===== config.mk =====
export PLATFORM = sky130hd
export DESIGN_NAME = if_fetch_ctrl
export DESIGN_NICKNAME = d
export VERILOG_FILES = /design/src/rtl/if_fetch_ctrl_pkg.sv /design/src/rtl/if_fetch_ctrl_perf_cnt.sv /design/src/rtl/if_fetch_ctrl.sv
export SDC_FILE = /design/constraint.sdc
export NUM_CORES = 1
export LEC_CHECK = 0
export CAP_MARGIN = 20
export CORE_ASPECT_RATIO = 0.5
export CORE_MARGIN = 2
export CORE_UTILIZATION = 40
export DETAILED_ROUTE_END_ITERATION = 8
export GPL_TIMING_DRIVEN = 0
export PLACE_DENSITY = 0.87
export SKIP_CTS_REPAIR_TIMING = 1
export SLEW_MARGIN = 20
export SYNTH_ARGS = -nofsm -noshare
export SYNTH_HDL_FRONTEND = slang
export SYNTH_SLANG_ARGS = --single-unit

===== constraint.sdc =====
create_clock -name clk -period 3.59 [get_ports clk]
set_input_delay 0.359 -clock clk [delete_from_list [all_inputs] [get_ports clk]]
set_output_delay 0.359 -clock clk [all_outputs]
set_load 0.005 [all_outputs]

===== src/rtl/if_fetch_ctrl_pkg.sv =====
// Shared types and constants for the IF fetch controller.
package if_fetch_ctrl_pkg;

   localparam int unsigned FETCH_BUS_WD = 64;
   localparam int unsigned PC_W         = 32;
   localparam int unsigned INST_W       = 32;
   localparam int unsigned PERF_CNT_W   = 32;

   localparam logic [PC_W-1:0] DEFAULT_RESET_PC = 32'h1c00_0000;

   typedef enum logic [2:0] {
      ST_IDLE = 3'd0,
      ST_ADDR = 3'd1,
      ST_DATA = 3'd2,
      ST_HOLD = 3'd3,
      ST_DROP = 3'd4
   } fetch_state_e;

   typedef struct packed {
      logic [PC_W-1:0]   pc;
      logic [INST_W-1:0] inst;
   } fetch_bus_t;

endpackage


===== src/rtl/if_fetch_ctrl_perf_cnt.sv =====
// Fetch / drop event counters, built only with IF_FETCH_PERF_CNT_EN.
module if_fetch_ctrl_perf_cnt
   import if_fetch_ctrl_pkg::*;
(
   input  logic                  clk,
   input  logic                  reset,
   input  logic                  fetch_inc_i,
   input  logic                  drop_inc_i,
   output logic [PERF_CNT_W-1:0] fetch_cnt_o,
   output logic [PERF_CNT_W-1:0] drop_cnt_o
);

   logic [PERF_CNT_W-1:0] fetch_cnt_q, fetch_cnt_d;
   logic [PERF_CNT_W-1:0] drop_cnt_q,  drop_cnt_d;

   // Free-running wrap-around increments.
   always_comb begin
      fetch_cnt_d = fetch_cnt_q;
      drop_cnt_d  = drop_cnt_q;
      if (fetch_inc_i) fetch_cnt_d = fetch_cnt_q + PERF_CNT_W'(1);
      if (drop_inc_i)  drop_cnt_d  = drop_cnt_q + PERF_CNT_W'(1);
   end

   // Counter registers.
   always_ff @(posedge clk or posedge reset) begin
      if (reset) begin
         fetch_cnt_q <= '0;
         drop_cnt_q  <= '0;
      end else begin
         fetch_cnt_q <= fetch_cnt_d;
         drop_cnt_q  <= drop_cnt_d;
      end
   end

   assign fetch_cnt_o = fetch_cnt_q;
   assign drop_cnt_o  = drop_cnt_q;

endmodule


===== src/rtl/if_fetch_ctrl.sv =====
// Instruction fetch sequencer between IF PC generation and IPD.
// One outstanding addr_ok/data_ok request; buffers the returned instruction
// until IPD accepts it; discards killed fetches on redirect.
// Optional counters: define IF_FETCH_PERF_CNT_EN.
module if_fetch_ctrl
   import if_fetch_ctrl_pkg::*;
#(
   parameter logic [PC_W-1:0] RESET_PC = DEFAULT_RESET_PC,
   parameter int unsigned     ADDR_W   = 32
)(
   input  logic                    clk,
   input  logic                    reset,
   input  logic                    fetch_req,
   input  logic [ADDR_W-1:0]       fetch_pc,
   output logic                    fetch_gnt,
   input  logic                    redirect,
   output logic                    inst_ram_req,
   output logic [ADDR_W-1:0]       inst_ram_addr,
   input  logic                    inst_ram_addr_ok,
   input  logic                    inst_ram_data_ok,
   input  logic [INST_W-1:0]       inst_ram_rdata,
   input  logic                    IPD_allow_in,
   output logic                    IF_to_IPD_valid,
   output logic [FETCH_BUS_WD-1:0] IF_to_IPD_bus,
   output logic [PERF_CNT_W-1:0]   perf_fetch_cnt,
   output logic [PERF_CNT_W-1:0]   perf_drop_cnt
);

   fetch_state_e      state_q, state_d;
   logic [ADDR_W-1:0] addr_q,  addr_d;
   logic              kill_q,  kill_d;
   logic              valid_q, valid_d;
   fetch_bus_t        bus_q,   bus_d;

   logic              issue_c;
   logic              req_c;
   logic [ADDR_W-1:0] ram_addr_c;

   // Next-state, RAM request and grant generation.
   always_comb begin
      state_d    = state_q;
      addr_d     = addr_q;
      kill_d     = kill_q;
      valid_d    = valid_q;
      bus_d      = bus_q;
      issue_c    = 1'b0;
      req_c      = 1'b0;
      ram_addr_c = addr_q;

      case (state_q)
         ST_IDLE: issue_c = fetch_req & ~redirect;
         ST_ADDR: begin
            // Request stays up until accepted, even if killed meanwhile.
            req_c = 1'b1;
            if (redirect) kill_d = 1'b1;
            if (inst_ram_addr_ok) state_d = (kill_q | redirect) ? ST_DROP : ST_DATA;
         end
         ST_DATA: begin
            if (inst_ram_data_ok) begin
               if (redirect) begin
                  state_d = ST_IDLE;
               end else begin
                  bus_d.pc   = PC_W'(addr_q);
                  bus_d.inst = inst_ram_rdata;
                  valid_d    = 1'b1;
                  state_d    = ST_HOLD;
               end
            end else if (redirect) begin
               kill_d  = 1'b1;
               state_d = ST_DROP;
            end
         end
         ST_HOLD: begin
            if (redirect) begin
               valid_d = 1'b0;
               state_d = ST_IDLE;
            end else if (IPD_allow_in) begin
               valid_d = 1'b0;
               state_d = ST_IDLE;
               issue_c = fetch_req;
            end
         end
         ST_DROP: begin
            if (inst_ram_data_ok) begin
               kill_d  = 1'b0;
               state_d = ST_IDLE;
            end
         end
         default: state_d = ST_IDLE;
      endcase

      // New request from IDLE or from HOLD as the buffer drains.
      if (issue_c) begin
         req_c      = 1'b1;
         ram_addr_c = fetch_pc;
         addr_d     = fetch_pc;
         state_d    = inst_ram_addr_ok ? ST_DATA : ST_ADDR;
      end

      if (reset) req_c = 1'b0;
   end

   // State and datapath registers.
   always_ff @(posedge clk or posedge reset) begin
      if (reset) begin
         state_q    <= ST_IDLE;
         addr_q     <= ADDR_W'(RESET_PC);
         kill_q     <= 1'b0;
         valid_q    <= 1'b0;
         bus_q.pc   <= RESET_PC;
         bus_q.inst <= '0;
      end else begin
         state_q <= state_d;
         addr_q  <= addr_d;
         kill_q  <= kill_d;
         valid_q <= valid_d;
         bus_q   <= bus_d;
      end
   end

   assign inst_ram_req    = req_c;
   assign inst_ram_addr   = ram_addr_c;
   assign fetch_gnt       = req_c & inst_ram_addr_ok & ~kill_q & ~redirect;
   assign IF_to_IPD_valid = valid_q;
   assign IF_to_IPD_bus   = bus_q;

`ifdef IF_FETCH_PERF_CNT_EN
   logic fetch_inc_c;
   logic drop_inc_c;

   assign fetch_inc_c = (state_q == ST_DATA) & inst_ram_data_ok & ~redirect;
   assign drop_inc_c  = inst_ram_data_ok &
                        (((state_q == ST_DATA) & redirect) | (state_q == ST_DROP));

   if_fetch_ctrl_perf_cnt u_perf_cnt (
      .clk         (clk),
      .reset       (reset),
      .fetch_inc_i (fetch_inc_c),
      .drop_inc_i  (drop_inc_c),
      .fetch_cnt_o (perf_fetch_cnt),
      .drop_cnt_o  (perf_drop_cnt)
   );
`else
   assign perf_fetch_cnt = '0;
   assign perf_drop_cnt  = '0;
`endif

endmodule

==> results.txt, run 1 <==
vias per cell - 4.37
area leader, netlist - dfrtp_1
WL final - 10600 um
clk sink count - 101
Total Power - 0.00508 W
core area - 11000 um^2
Cell Pwr Density - 731 nW/um^2
crit-path max FO - 10
final cycle utilization of the critical path - 78.8%
grt ovf - 0
CTS max path bufs - 2
IO Pins - 234
Worst-path clk slew - 70 ps
CTS tree - done
Initial Util - 41.0%
clock skew - 6.56 ps
Die Y-Extent - 79.2 um
GP Congestion - 0.748
Worst Hold Class - input port to asynchronous set/reset pin
first-pass iteration count of the detailed router - 4
data required time at the worst endpoint - 3230 ps
first-pass GRT wire length - 16500 um
layout cell share with drive strength beyond 1 - 35.1%
Final ANT Viol Nets - 0
Worst-Skew Late Latency - 350 ps
CTS HTree Levels - 3
run status - finished clean
top cells by area, synth - dfrtp_1, mux2_2, buf_4
Max Clk Rate - 353 MHz
placed cells - 698
Slew Limit Fails - 0
# Max-Cap Violations - 0
1st-iter DRT viols - 53
Num CTS Buffers - 9
top cell type's share of synthesized area - 52.6%
endpoint class of the critical path - output port
antenna violations before repair - 0
largest net degree at the start of global routing - 65
final hold violations - 0
Avg Inst Size Synth - 14.1 um^2
list of most frequent post-synthesis cells - mux2_2, dfrtp_1, buf_4, buf_6, dfstp_2
Synth Flop Type - dfrtp_1
RSZ-0062 raised after global routing - no
Leak Pwr - 3.15 nW
CTS Root Cell - clkbuf_16
die area - 12200 um^2
yosys warns - 0
minimum clock period after layout - 2830 ps
Async SR Flop Fraction - 100%
kind of start point of the critical path - input port
Antenna Cells - 0
Routed WL per cell - 14.8 um
most common cell in the synthesized netlist - mux2_2
post-DP HPWL - 7960 um
Post-Synth Adder-Cell Area - 0%
port bufs - 168
FF-to-FF Start - state_q[2]
Total Routing Usage GR - 17.5%
Worst VDD drop - 0.000343 V
via count - 3121
area fraction in and, or, nand and nor cells after synthesis - 3.49%
number of synthesized register bits - 101
post-synthesis sequential area ratio - 56.1%
Die X - 154 um
vias in the first global route - 3212
Row Count - 27
xor/xnor share of the synthesized area - 0%
DP Area - 6650 um^2
Cell variety after synth - 35
source of the critical timing path - redirect
final net count - 635
crit path kind - input port to output port
Cells after Synth - 321
# setup viols final - 0
area grow syn2layout - 53.9%
r2r setup slk - 1730 ps
Cell Area, Synth - 4520 um^2
Data arrival, critical path - 2470 ps
DRC viols - 0
Post-synth EDFFs - 0
mux cell area share after synthesis - 24.4%
final non-filler cell total - 714
Synth Area in Compound Gates - 2.24%
largest family of logic cells by synthesized area - multiplexers
final instance area - 6960 um^2
[cell type report]
class	instances	area (um^2)
clock inverter	7	80.1
tap	145	181
multi-input combinational	201	1600
buffer	79	608
inverter	3	16.3
clock buffer	9	225
fill	838	4060
timing repair buffer	169	1710
sequential	101	2530
[power breakdown]
group | leakage (nW) | internal [W] | total (W) | switching, W
sequential | 1.23 | 0.00168 | 0.00195 | 0.000264
clock | 0.143 | 0.000550 | 0.00101 | 0.000456
combinational | 1.78 | 0.00146 | 0.00213 | 0.000677
total | 3.15 | 0.00369 | 0.00508 | 0.00140
[cells in the final DEF (no fill, tap or decap), drive strengths merged]
cell type / count
a211oi: 2
a21bo: 1
a21oi: 1
a221o: 2
a22o: 1
a31oi: 1
and2: 1
and4: 1
and4b: 1
buf: 78
bufinv: 1
clkbuf: 11
clkdlybuf4s50: 168
clkinv: 1
clkinvlp: 2
conb: 64
dfrtp: 95
dfstp: 6
inv: 6
mux2: 97
mux2i: 1
nand2: 3
nand2b: 4
nand3: 2
nand3b: 1
nand4: 2
nor2: 4
nor2b: 1
nor3: 2
nor3b: 1
nor4b: 1
o211ai: 1
o21ai: 4
o32ai: 1
or3b: 1
[state kept, by name, indices dropped and copies added (netlist names)]
| name | count |
|---|---|
| IF_to_IPD_bus | 64 |
| addr_q | 32 |
| state_q | 3 |
| IF_to_IPD_valid | 1 |
| kill_q | 1 |
[logic make-up after synthesis]
kind of cell,count (synthesis)
other,1
buffers and inverters,82
flip-flops,101
AND/OR/NAND/NOR,25
multiplexers,98
AO/OA/AOI/OAI,14
[metrics by stage]
step	setup WS [ps]	utilization [%]	hold WS, ps	setup TNS, ps
detailed placement	773	60.4	489	0
CTS	766	63.2	442	0
finish	761	63.2	449	0
floorplan	594	-	472	0
global route	699	63.2	474	0
global placement	-1030	60.1	478	-97450
[path summary, 6_finish.rpt]
| kind | end | cells past startpoint |
|---|---|---|
| min | IF_to_IPD_bus[31] | 2 |
| max | inst_ram_addr[20] | 7 |
| min in group clk | kill_q | 4 |
| max reg2reg | IF_to_IPD_bus[50] | 6 |
| min reg2reg | IF_to_IPD_bus[41] | 1 |
| max in group asynchronous | IF_to_IPD_bus[19] | 3 |
[per-layer routing]
layer | global-route usage (%) | part of all wire, % | up-vias
li1 | - | - | 1467
met1 | 18.8 | 38 | 1515
met2 | 33.3 | 53 | 122
met3 | 5.08 | 6.8 | 17
met4 | 6.20 | 1.7 | 0
met5 | 0 | 0 | -
[worst max-delay path, cell delays in order]
cell             delay [ps]
clkdlybuf4s50_1         520
nor2_4                  220
and4_4                  240
buf_6                   120
buf_6                   160
mux2_2                  370
clkdlybuf4s50_1         470
(Power assumes the default switching activity.)
==> run 2, diff against run 1 <==
clock period = 2.7 ns   (was 3.59 ns; I/O delays follow)
==> results.txt, run 2 (synthesis gave the netlist of run 1 again) <==
run status - finished clean (unchanged)
most frequent cells in the layout - clkdlybuf4s50_1, mux2_2, dfrtp_1 (unchanged)
clk sink count - 101 (unchanged)
Highest Signal Layer - met4 (unchanged)
Data arrival, critical path - 2380 ps (was 2470 ps)
Num CTS Buffers - 9 (unchanged)
final net count - 638 (was 635)
max reg flops - 64 (unchanged)
CTS HTree Levels - 3 (unchanged)
Most common cell on crit path - clkdlybuf4s50_1
core area - 11000 um^2 (unchanged)
r2r setup slk - 880 ps (was 1730 ps)
Worst VDD drop - 0.000450 V (was 0.000343 V)
met2 WL - 5940 um (was 5600 um)
CTS Root Cell - clkbuf_16 (unchanged)
pre-CTS setup slack - 23.4 ps (was 773 ps)
Initial Util - 41.0% (unchanged)
kind of start point of the critical path - input port (unchanged)
Max Clk Rate - 378 MHz
minimum clock period after layout - 2650 ps
path depth of the worst reg2reg path - 6 (unchanged)
Die Y-Extent - 79.2 um (unchanged)
port bufs - 168 (unchanged)
crit path kind - input port to output port (unchanged)
Cell Pwr Density - 962 nW/um^2 (was 731 nW/um^2)
1st-iter DRT viols - 93 (was 53)
Internal Power - 0.00497 W (was 0.00369 W)
Row Count - 27 (unchanged)
DRC viols - 0 (unchanged)
# setup viols final - 0 (unchanged)
met3 routed WL - 681 um (was 722 um)
final instance area - 7060 um^2 (was 6960 um^2)
P_sw - 0.00182 W (was 0.00140 W)
clock skew - 6.43 ps (was 6.56 ps)
crit-path max FO - 10 (unchanged)
Critical-path top delay cell - clkdlybuf4s50_1 (unchanged)
data required time at the worst endpoint - 2430 ps (was 3230 ps)
first-pass GRT wire length - 16600 um (was 16500 um)
final-layout fill cell count - 841 (was 838)
total negative slack - 0 ps (unchanged)
# Max-Cap Violations - 0 (unchanged)
post-DP HPWL - 8350 um (was 7960 um)
die area - 12200 um^2 (unchanged)
GP Congestion - 0.747 (was 0.748)
Seq pwr share - 38.2% (was 38.3%)
grt ovf - 0 (unchanged)
IO Pins - 234 (unchanged)
switching share of power - 26.8% (was 27.5%)
Total Power - 0.00679 W (was 0.00508 W)
Clock Power Share - 19.7% (was 19.8%)
Final ANT Viol Nets - 0 (unchanged)
hold slack - 318 ps (was 449 ps)
vias in the first global route - 3286 (was 3212)
area occupied by multi-input gates - 1600 um^2 (unchanged)
Worst Hold Class - input port to asynchronous set/reset pin (unchanged)
antenna violations before repair - 0 (unchanged)
final cycle utilization of the critical path - 98.1%
critical path's largest stage delay - 540 ps (was 520 ps)
Leak Pwr - 3.27 nW (was 3.15 nW)
Routed WL per cell - 15.1 um (was 14.8 um)
Total Routing Usage GR - 17.5% (about the same)
via count - 3196 (was 3121)
first-pass iteration count of the detailed router - 4 (unchanged)
endpoint class of the critical path - output port (unchanged)
Slew Limit Fails - 0 (unchanged)
setup ws final - 51.2 ps (was 761 ps)
Die X - 154 um (unchanged)
layout cell share with drive strength beyond 1 - 35.5% (was 35.1%)
WL final - 10800 um (was 10600 um)
final hold violations - 0 (unchanged)
Antenna Cells - 0 (unchanged)
vias per cell - 4.46 (was 4.37)
Worst-Skew Late Latency - 330 ps (was 350 ps)
FF+latch area - 2530 um^2 (unchanged)
largest net degree at the start of global routing - 33 (was 65)
crit-path cells - clkdlybuf4s50_1 > nor2_4 > and4_4 > buf_6 > buf_12 > mux2_2 > clkdlybuf4s50_1 (was clkdlybuf4s50_1 > nor2_4 > and4_4 > buf_6 > buf_6 > mux2_2 > clkdlybuf4s50_1)
wl on met1 - 3940 um (was 4070 um)
combinational power share - 42.0% (was 41.9%)
CTS tree - done (unchanged)
Worst-path clk slew - 70 ps (about the same)
DP Area - 6680 um^2 (was 6650 um^2)
most common cell after layout, fill and taps aside - clkdlybuf4s50_1 (unchanged)
CTS max path bufs - 2 (unchanged)
area grow syn2layout - 56.1% (was 53.9%)
run 2: cell count changes in the layout (fill, tap and decap cells not counted), sizes merged:
cell           delta
dlymetal6s2s     +10
buf               +3
clkdlybuf4s50    -10
clkinv            -1
clkbuf            +3
clkinvlp          +1
inv               -3
run 2: final timing paths:
| path | startpoint | to |
|---|---|---|
| worst min register to register | addr_q[3] | IF_to_IPD_bus[35] |
| max in group asynchronous | reset | addr_q[10] |
| worst max-delay path | redirect | inst_ram_addr[6] |
| worst max register to register | state_q[2] | IF_to_IPD_bus[52] |
| min in group clk | inst_ram_data_ok | IF_to_IPD_valid |
| worst min-delay path | reset | addr_q[30] |
run 2: power groups by stage:
stage	sequential (W)	combinational, W	clock [W]
5_1_grt	0.00269	0.00305	0.00145
3_3_place_gp	0.00257	0.00279	0
4_1_cts	0.00261	0.00289	0.00137
2_1_floorplan	0.00259	0.00110	0
3_5_place_dp	0.00262	0.00288	0
6_report	0.00260	0.00285	0.00134
run 2: layout make-up:
class | count | area share (%)
Inverter | 3 | 0.213
Clock buffer | 12 | 3.78
Timing Repair Buffer | 172 | 25.1
Sequential cell | 101 | 35.9
Tap cell | 145 | 2.57
Buffer | 79 | 8.90
Clock inverter | 4 | 0.763
Multi-Input combinational cell | 201 | 22.7
run 2: through the flow:
stage | cells | utilization, %
CTS | 716 | 63.6
global placement | 697 | 60.1
detailed placement | 700 | 60.7
finish | 717 | 64.1
floorplan | 384 | -
global route | 717 | 64.1
run 2: metal layers:
| metal | up-vias | GRT usage, % |
|---|---|---|
| met4 | 0 | 5.93 |
| li1 | 1474 | - |
| met2 | 124 | 33.3 |
| met5 | - | 0 |
| met3 | 21 | 5.24 |
| met1 | 1577 | 18.9 |
run 2: worst max-delay path, delay by kind of cell:
kind | cells | cell delay [ps]
buf+inv | 4 | 1270
simple gates | 2 | 480
mux | 1 | 350
